### src/rtl/uart_host_link_if.sv
// Job and UART byte-level signals between the host link and its environment.
// The master modport is the host link; the slave side is the job issuer plus UART.
interface uart_host_link_if #(
  parameter int HEADER_BYTES = 80
);
  logic                      start;
  logic [HEADER_BYTES*8-1:0] header;
  logic                      busy;
  logic [31:0]               nonce;
  logic                      nonce_valid;
  logic                      fail;
  logic [7:0]                tx;
  logic                      txce;
  logic                      is_transmitting;
  logic [7:0]                rx;
  logic                      rxce;
  logic                      error;

  modport master (
    input  start, header, is_transmitting, rx, rxce, error,
    output busy, nonce, nonce_valid, fail, tx, txce
  );

  modport slave (
    output start, header, is_transmitting, rx, rxce, error,
    input  busy, nonce, nonce_valid, fail, tx, txce
  );
endinterface

### src/rtl/uart_host_link.sv
// Host side of the miner serial link: streams a block header out MSB-first,
// then assembles the 4-byte nonce reply, with timeout and framing-error abort.
module uart_host_link #(
  parameter int HEADER_BYTES   = 80,
  parameter int NONCE_BYTES    = 4,
  parameter int TIMEOUT_CYCLES = 50000000
) (
  input  logic             i_clock,
  input  logic             i_reset_n,
  uart_host_link_if.master bus
);
  localparam int HW = HEADER_BYTES * 8;
  localparam int CW = $clog2(HEADER_BYTES + 1);
  localparam int TW = $clog2(TIMEOUT_CYCLES);

  typedef enum logic [1:0] {S_IDLE, S_WAIT_BUSY, S_WAIT_DONE, S_RX_NONCE} state_t;

  state_t        r_state;
  logic [HW-1:0] r_hdr;
  logic [CW-1:0] r_cnt;
  logic [TW-1:0] r_tmo;
  logic [31:0]   r_acc;
  logic [31:0]   r_nonce;
  logic [7:0]    r_tx;
  logic          r_txce;
  logic          r_busy;
  logic          r_valid;
  logic          r_fail;
  logic          w_tmo_hit;

  assign w_tmo_hit = (r_tmo == TW'(TIMEOUT_CYCLES - 1));

  always_ff @(posedge i_clock or negedge i_reset_n) begin
    if (!i_reset_n) begin
      r_state <= S_IDLE;
      r_hdr   <= '0;
      r_cnt   <= '0;
      r_tmo   <= '0;
      r_acc   <= '0;
      r_nonce <= '0;
      r_tx    <= '0;
      r_txce  <= 1'b0;
      r_busy  <= 1'b0;
      r_valid <= 1'b0;
      r_fail  <= 1'b0;
    end else begin
      r_txce  <= 1'b0;
      r_valid <= 1'b0;
      r_fail  <= 1'b0;
      case (r_state)
        S_IDLE: begin
          r_tmo <= '0;
          if (bus.start) begin
            r_hdr   <= bus.header;
            r_tx    <= bus.header[HW-1 -: 8];
            r_txce  <= 1'b1;
            r_busy  <= 1'b1;
            r_cnt   <= CW'(1);
            r_state <= S_WAIT_BUSY;
          end
        end
        S_WAIT_BUSY: begin
          if (bus.is_transmitting) begin
            r_tmo   <= '0;
            r_state <= S_WAIT_DONE;
          end else if (w_tmo_hit) begin
            r_fail  <= 1'b1;
            r_busy  <= 1'b0;
            r_cnt   <= '0;
            r_tmo   <= '0;
            r_state <= S_IDLE;
          end else begin
            r_tmo <= r_tmo + TW'(1);
          end
        end
        S_WAIT_DONE: begin
          if (!bus.is_transmitting) begin
            r_tmo <= '0;
            if (r_cnt < CW'(HEADER_BYTES)) begin
              // r_hdr keeps the byte already on tx at its top; send the one below it
              r_hdr   <= {r_hdr[HW-9:0], 8'h00};
              r_tx    <= r_hdr[HW-9 -: 8];
              r_txce  <= 1'b1;
              r_cnt   <= r_cnt + CW'(1);
              r_state <= S_WAIT_BUSY;
            end else begin
              r_cnt   <= '0;
              r_acc   <= '0;
              r_state <= S_RX_NONCE;
            end
          end else if (w_tmo_hit) begin
            r_fail  <= 1'b1;
            r_busy  <= 1'b0;
            r_cnt   <= '0;
            r_tmo   <= '0;
            r_state <= S_IDLE;
          end else begin
            r_tmo <= r_tmo + TW'(1);
          end
        end
        S_RX_NONCE: begin
          // a framing error discards the byte arriving with it
          if (bus.error || (!bus.rxce && w_tmo_hit)) begin
            r_fail  <= 1'b1;
            r_busy  <= 1'b0;
            r_cnt   <= '0;
            r_tmo   <= '0;
            r_state <= S_IDLE;
          end else if (bus.rxce) begin
            r_acc <= {r_acc[23:0], bus.rx};
            r_tmo <= '0;
            if (r_cnt == CW'(NONCE_BYTES - 1)) begin
              r_nonce <= {r_acc[23:0], bus.rx};
              r_valid <= 1'b1;
              r_busy  <= 1'b0;
              r_cnt   <= '0;
              r_state <= S_IDLE;
            end else begin
              r_cnt <= r_cnt + CW'(1);
            end
          end else begin
            r_tmo <= r_tmo + TW'(1);
          end
        end
        default: r_state <= S_IDLE;
      endcase
    end
  end

  assign bus.tx          = r_tx;
  assign bus.txce        = r_txce;
  assign bus.busy        = r_busy;
  assign bus.nonce       = r_nonce;
  assign bus.nonce_valid = r_valid;
  assign bus.fail        = r_fail;
endmodule

### src/flat_wrapper.sv
// flat-port wrapper written by rule: the top's interface ports become plain ports
module uart_host_link_flat 
#(
  parameter int HEADER_BYTES   = 80,
  parameter int NONCE_BYTES    = 4,
  parameter int TIMEOUT_CYCLES = 50000000
)
  (i_clock, i_reset_n, bus_start, bus_header, bus_is_transmitting, bus_rx, bus_rxce, bus_error, bus_busy, bus_nonce, bus_nonce_valid, bus_fail, bus_tx, bus_txce);
  uart_host_link_if #(.HEADER_BYTES(HEADER_BYTES)) bus_i ();
  input  logic i_clock;
  input  logic i_reset_n;
  input wire logic [$bits(bus_i.start)-1:0] bus_start;
  input wire logic [$bits(bus_i.header)-1:0] bus_header;
  input wire logic [$bits(bus_i.is_transmitting)-1:0] bus_is_transmitting;
  input wire logic [$bits(bus_i.rx)-1:0] bus_rx;
  input wire logic [$bits(bus_i.rxce)-1:0] bus_rxce;
  input wire logic [$bits(bus_i.error)-1:0] bus_error;
  output wire logic [$bits(bus_i.busy)-1:0] bus_busy;
  output wire logic [$bits(bus_i.nonce)-1:0] bus_nonce;
  output wire logic [$bits(bus_i.nonce_valid)-1:0] bus_nonce_valid;
  output wire logic [$bits(bus_i.fail)-1:0] bus_fail;
  output wire logic [$bits(bus_i.tx)-1:0] bus_tx;
  output wire logic [$bits(bus_i.txce)-1:0] bus_txce;
  assign bus_i.start = bus_start;
  assign bus_i.header = bus_header;
  assign bus_i.is_transmitting = bus_is_transmitting;
  assign bus_i.rx = bus_rx;
  assign bus_i.rxce = bus_rxce;
  assign bus_i.error = bus_error;
  assign bus_busy = bus_i.busy;
  assign bus_nonce = bus_i.nonce;
  assign bus_nonce_valid = bus_i.nonce_valid;
  assign bus_fail = bus_i.fail;
  assign bus_tx = bus_i.tx;
  assign bus_txce = bus_i.txce;
  uart_host_link #(.HEADER_BYTES(HEADER_BYTES), .NONCE_BYTES(NONCE_BYTES), .TIMEOUT_CYCLES(TIMEOUT_CYCLES)) u_core (.i_clock(i_clock), .i_reset_n(i_reset_n), .bus(bus_i));
endmodule
### config.mk
export PLATFORM = sky130hd
export DESIGN_NAME = uart_host_link_flat
export DESIGN_NICKNAME = d
export VERILOG_FILES = /design/src/rtl/uart_host_link_if.sv /design/src/rtl/uart_host_link.sv /design/src/flat_wrapper.sv
export SDC_FILE = /design/constraint.sdc
export NUM_CORES = 2
export LEC_CHECK = 0
export ABC_AREA = 1
export CORE_UTILIZATION = 35
export DETAILED_ROUTE_END_ITERATION = 6
export SYNTH_ARGS = -nofsm -noshare
export SYNTH_HDL_FRONTEND = slang
export SYNTH_SLANG_ARGS = --single-unit
### constraint.sdc
create_clock -name i_clock -period 2.21 [get_ports i_clock]
set_input_delay 0.663 -clock i_clock [delete_from_list [all_inputs] [get_ports i_clock]]
set_output_delay 0.663 -clock i_clock [all_outputs]
set_load 0.01 [all_outputs]
==> summary.txt <==
Outcome
  – Status: finished, final reports clean

Synthesis
  – YS warnings: 0
  – Syn avg cell area: 8.20 um2
  – Async S/R FF share, synth: 1.00
  – Synth area leaders: dfrtp_1 (55%), nand2_1 (17%), a31oi_1 (12%), nor2_1 (7.8%), buf_6 (1.7%)
  – Sequential share of the synthesized area: 0.549
  – Mapped cell area: 33,500 um2
  – Yosys top cell by area: dfrtp_1
  – FF+latch count, synth: 735
  – Yosys cell types: 33
  – Syn nets: 4,742
  – Synth Flop Type: dfrtp_1
  – Number of synthesized flops with an enable pin: 0
  – Cells after synthesis: 4,082
  – Area share of the largest cell type after synthesis: 0.549

Pwr
  – Int Power: roughly 40 mW
  – Post-layout power: roughly 65 mW
  – Power density over the cells: 1430 nW/um2
  – Clock power share: 0.230
  – P_sw: about 25 mW
  – Leak: a little under 20 nW
  – Maximum vdd drop: about 0.70 mV
  – Switch share: 0.384
  – Reg power frac: 0.365
  – Comb power frac: 0.405

GRT
  – Total grt overflow: 0
  – Largest net degree at the start of global routing: around 100
  – First-pass GRT wire length: approximately 170,000 um
  – Initial antenna violation count: 30
  – Number of global-route vias before repair: around 30,000
  – Gr usage total: 0.222

Placed design
  – Placed instance count: 5,902
  – IO Port Bufs: between 600 and 700
  – Pre-CTS setup slack: -315 ps
  – DPL Wire Length: between 70,000 and 80,000 um
  – Placed cell area: 42,300 um2
  – Placer Congestion: approximately 0.86

Floorplanning
  – Num rows: ~110
  – I/O Pins: approximately 700
  – Die footprint: ~97,000 um2
  – Core ar.: 94,900 um2
  – Initial core utilization: 0.353
  – Die height: 311 um
  – Die Width: 311 um

Setup path
  – Crit path from: u_core.bus.nonce_valid
  – Cells on worst reg2reg path: 9
  – Cell family with most CP delay: buffers and inverters
  – Critical path class: register to output port
  – CP bufs+invs: 1
  – Max stage delay cell, worst path: clkdlybuf4s50_1
  – Reg2reg setup slack: ~160 ps
  – Type of origin of the critical path: register
  – Largest stage delay, worst path: approximately 520 ps
  – Critical-path cell list: clkdlybuf4s50_1
  – CP arrival: roughly 1500 ps
  – Critical Path End: bus_nonce_valid
  – WP depth: 1
  – Crit end category: output port
  – CP Data Required Time: 1550 ps
  – Worst reg2reg endpoint: u_core.r_hdr[462]
  – Crit path max fanout: 1
  – RR Startpoint: u_core.r_state[1]

Finish
  – Non-filler cells, final: between 6,000 and 7,000
  – Total Nets Final: ~5,400
  – Fraction of layout cells with a size suffix above 1: 0.0674
  – Most common cell after layout, fill and taps aside: nand2_1
  – Leading cell types in the layout, fill and taps excluded: nand2_1 (1,520), dfrtp_1 (735), nor2_1 (693), clkdlybuf4s50_1 (654), a31oi_1 (632)
  – Post-route core utilization: 0.478
  – Syn-to-layout area delta: 35.5%
  – Finished Cell Area: around 45,000 um2

Timing
  – Worst Hold Slack: between 400 and 500 ps
  – Minimum clock period: approximately 2100 ps
  – Final hold violations: 0
  – Worst slew pin tran: approximately 540 ps
  – Max Slew Vio Count: 0
  – Worst rel slew slack: 0.642
  – RSZ-0062 raised after global routing: false
  – Final WS setup: between 70 and 80 ps
  – Period utilization: 0.965
  – Clock skew: roughly 24 ps
  – Final setup fails: 0
  – Final setup TNS: 0 ps
  – Fmax: around 470 MHz

Routing
  – Final WL: approximately 110,000 um
  – Vias per cell: around 5.0
  – 1st-pass router iterations: 6
  – DRC: 0
  – Via count: 30,500
  – Antenna Nets Post-Route: 0
  – Routed len/inst: roughly 18 um
  – Initial drt markers: around 2,700

Clock tree
  – Clk sinks: ~740
  – Clk_lat worst skew: approximately 650 ps
  – Clk buf depth: 3
  – CTS Buf Count: 84
  – Root Driver: clkbuf_16
  – Clock-pin slew on the worst setup and hold paths: around 50 ps
  – CTS H-tree depth: 3
  – CTS tree: done

Run
  – Max-Cap Viols: 0

Worst hold path
  – Hold WC Path Type: primary input to asynchronous set/reset pin
-- power by group through the flow --
stage / Sequential [mW] / Clock (mW) / Combinational, mW
4_1_cts: 23.6 / 15.2 / 25.7
2_1_floorplan: 22.6 / 0 / 19.0
6_report: 23.6 / 14.9 / 26.2
3_3_place_gp: 23.6 / 0 / 25.1
5_1_grt: 24.3 / 15.7 / 29.6
3_5_place_dp: 23.7 / 0 / 25.8
-- metal layers --
| metal | track usage | share of wire | routed length (um) |
|---|---|---|---|
| met5 | 0 | 0.0016 | 179 |
| met4 | 0.0805 | 0.029 | 3220 |
| met3 | 0.0414 | 0.061 | 6690 |
| met2 | 0.353 | 0.47 | 51300 |
| met1 | 0.301 | 0.44 | 48500 |
-- worst min-delay path by stage --
stage | from | end | slack, ps
floorplan | i_reset_n | u_core.bus.busy | 370
global placement | u_core.r_tmo[0] | u_core.r_tmo[0] | 450
detailed placement | u_core.r_acc[21] | u_core.bus.nonce[29] | 450
CTS | i_reset_n | u_core.r_acc[22] | 420
global route | i_reset_n | u_core.r_acc[22] | 440
finish | i_reset_n | u_core.bus.nonce[25] | 460
-- registers in the layout, indices dropped and copies added, names as in the netlist --
name	flops
u_core.bus.busy	1
u_core.bus.fail	1
u_core.bus.nonce	32
u_core.bus.nonce_valid	1
u_core.bus.tx	8
u_core.bus.txce	1
u_core.r_acc	24
u_core.r_cnt	7
u_core.r_hdr	632
u_core.r_state	2
u_core.r_tmo	26
-- repair_timing --
| action | CTS | global route |
|---|---|---|
| buffers inserted | 0 | 1 |
| gates resized for setup | 42 | 13 |
| setup endpoints to repair | 42 | 140 |
| cloned | 0 | 4 |
| endpoints found under the hold margin | 15 | 0 |
| hold buffers | 1 | 0 |
-- cell usage after synthesis, drive strengths merged, types with 3 or more instances --
cell and n:
nand2 1522, dfrtp 735, nor2 697, a31oi 632, buf 166, clkbuf 136
inv 55, o21ai 51, nand3 39, nor3 13, xor2 8, a21oi 7
ha 6, nand4 6, nand3b 3
-- cells by family (layout without fill, tap and decap cells) --
kind of cell	Yosys count	in the layout	synth area share
AND/OR/NAND/NOR	2283	2283	0.260
flip-flops	735	735	0.549
AO/OA/AOI/OAI	692	692	0.127
buffers and inverters	357	1067	0.0590
XOR/XNOR	9	9	0.00235
adder cells (fa/ha/maj)	6	6	0.00224
other	0	16	0
-- layout make-up --
class	count	area, um2
diodes	16	40.0
clock buffers	109	2380
clock inverters	40	561
fillers	9157	49500
inverters	55	214
multi-input cells	2990	13100
flip-flops and latches	735	18400
well taps	1265	1580
repair buffers	863	9070
No activity file was read; power rests on OpenSTA's default activity.
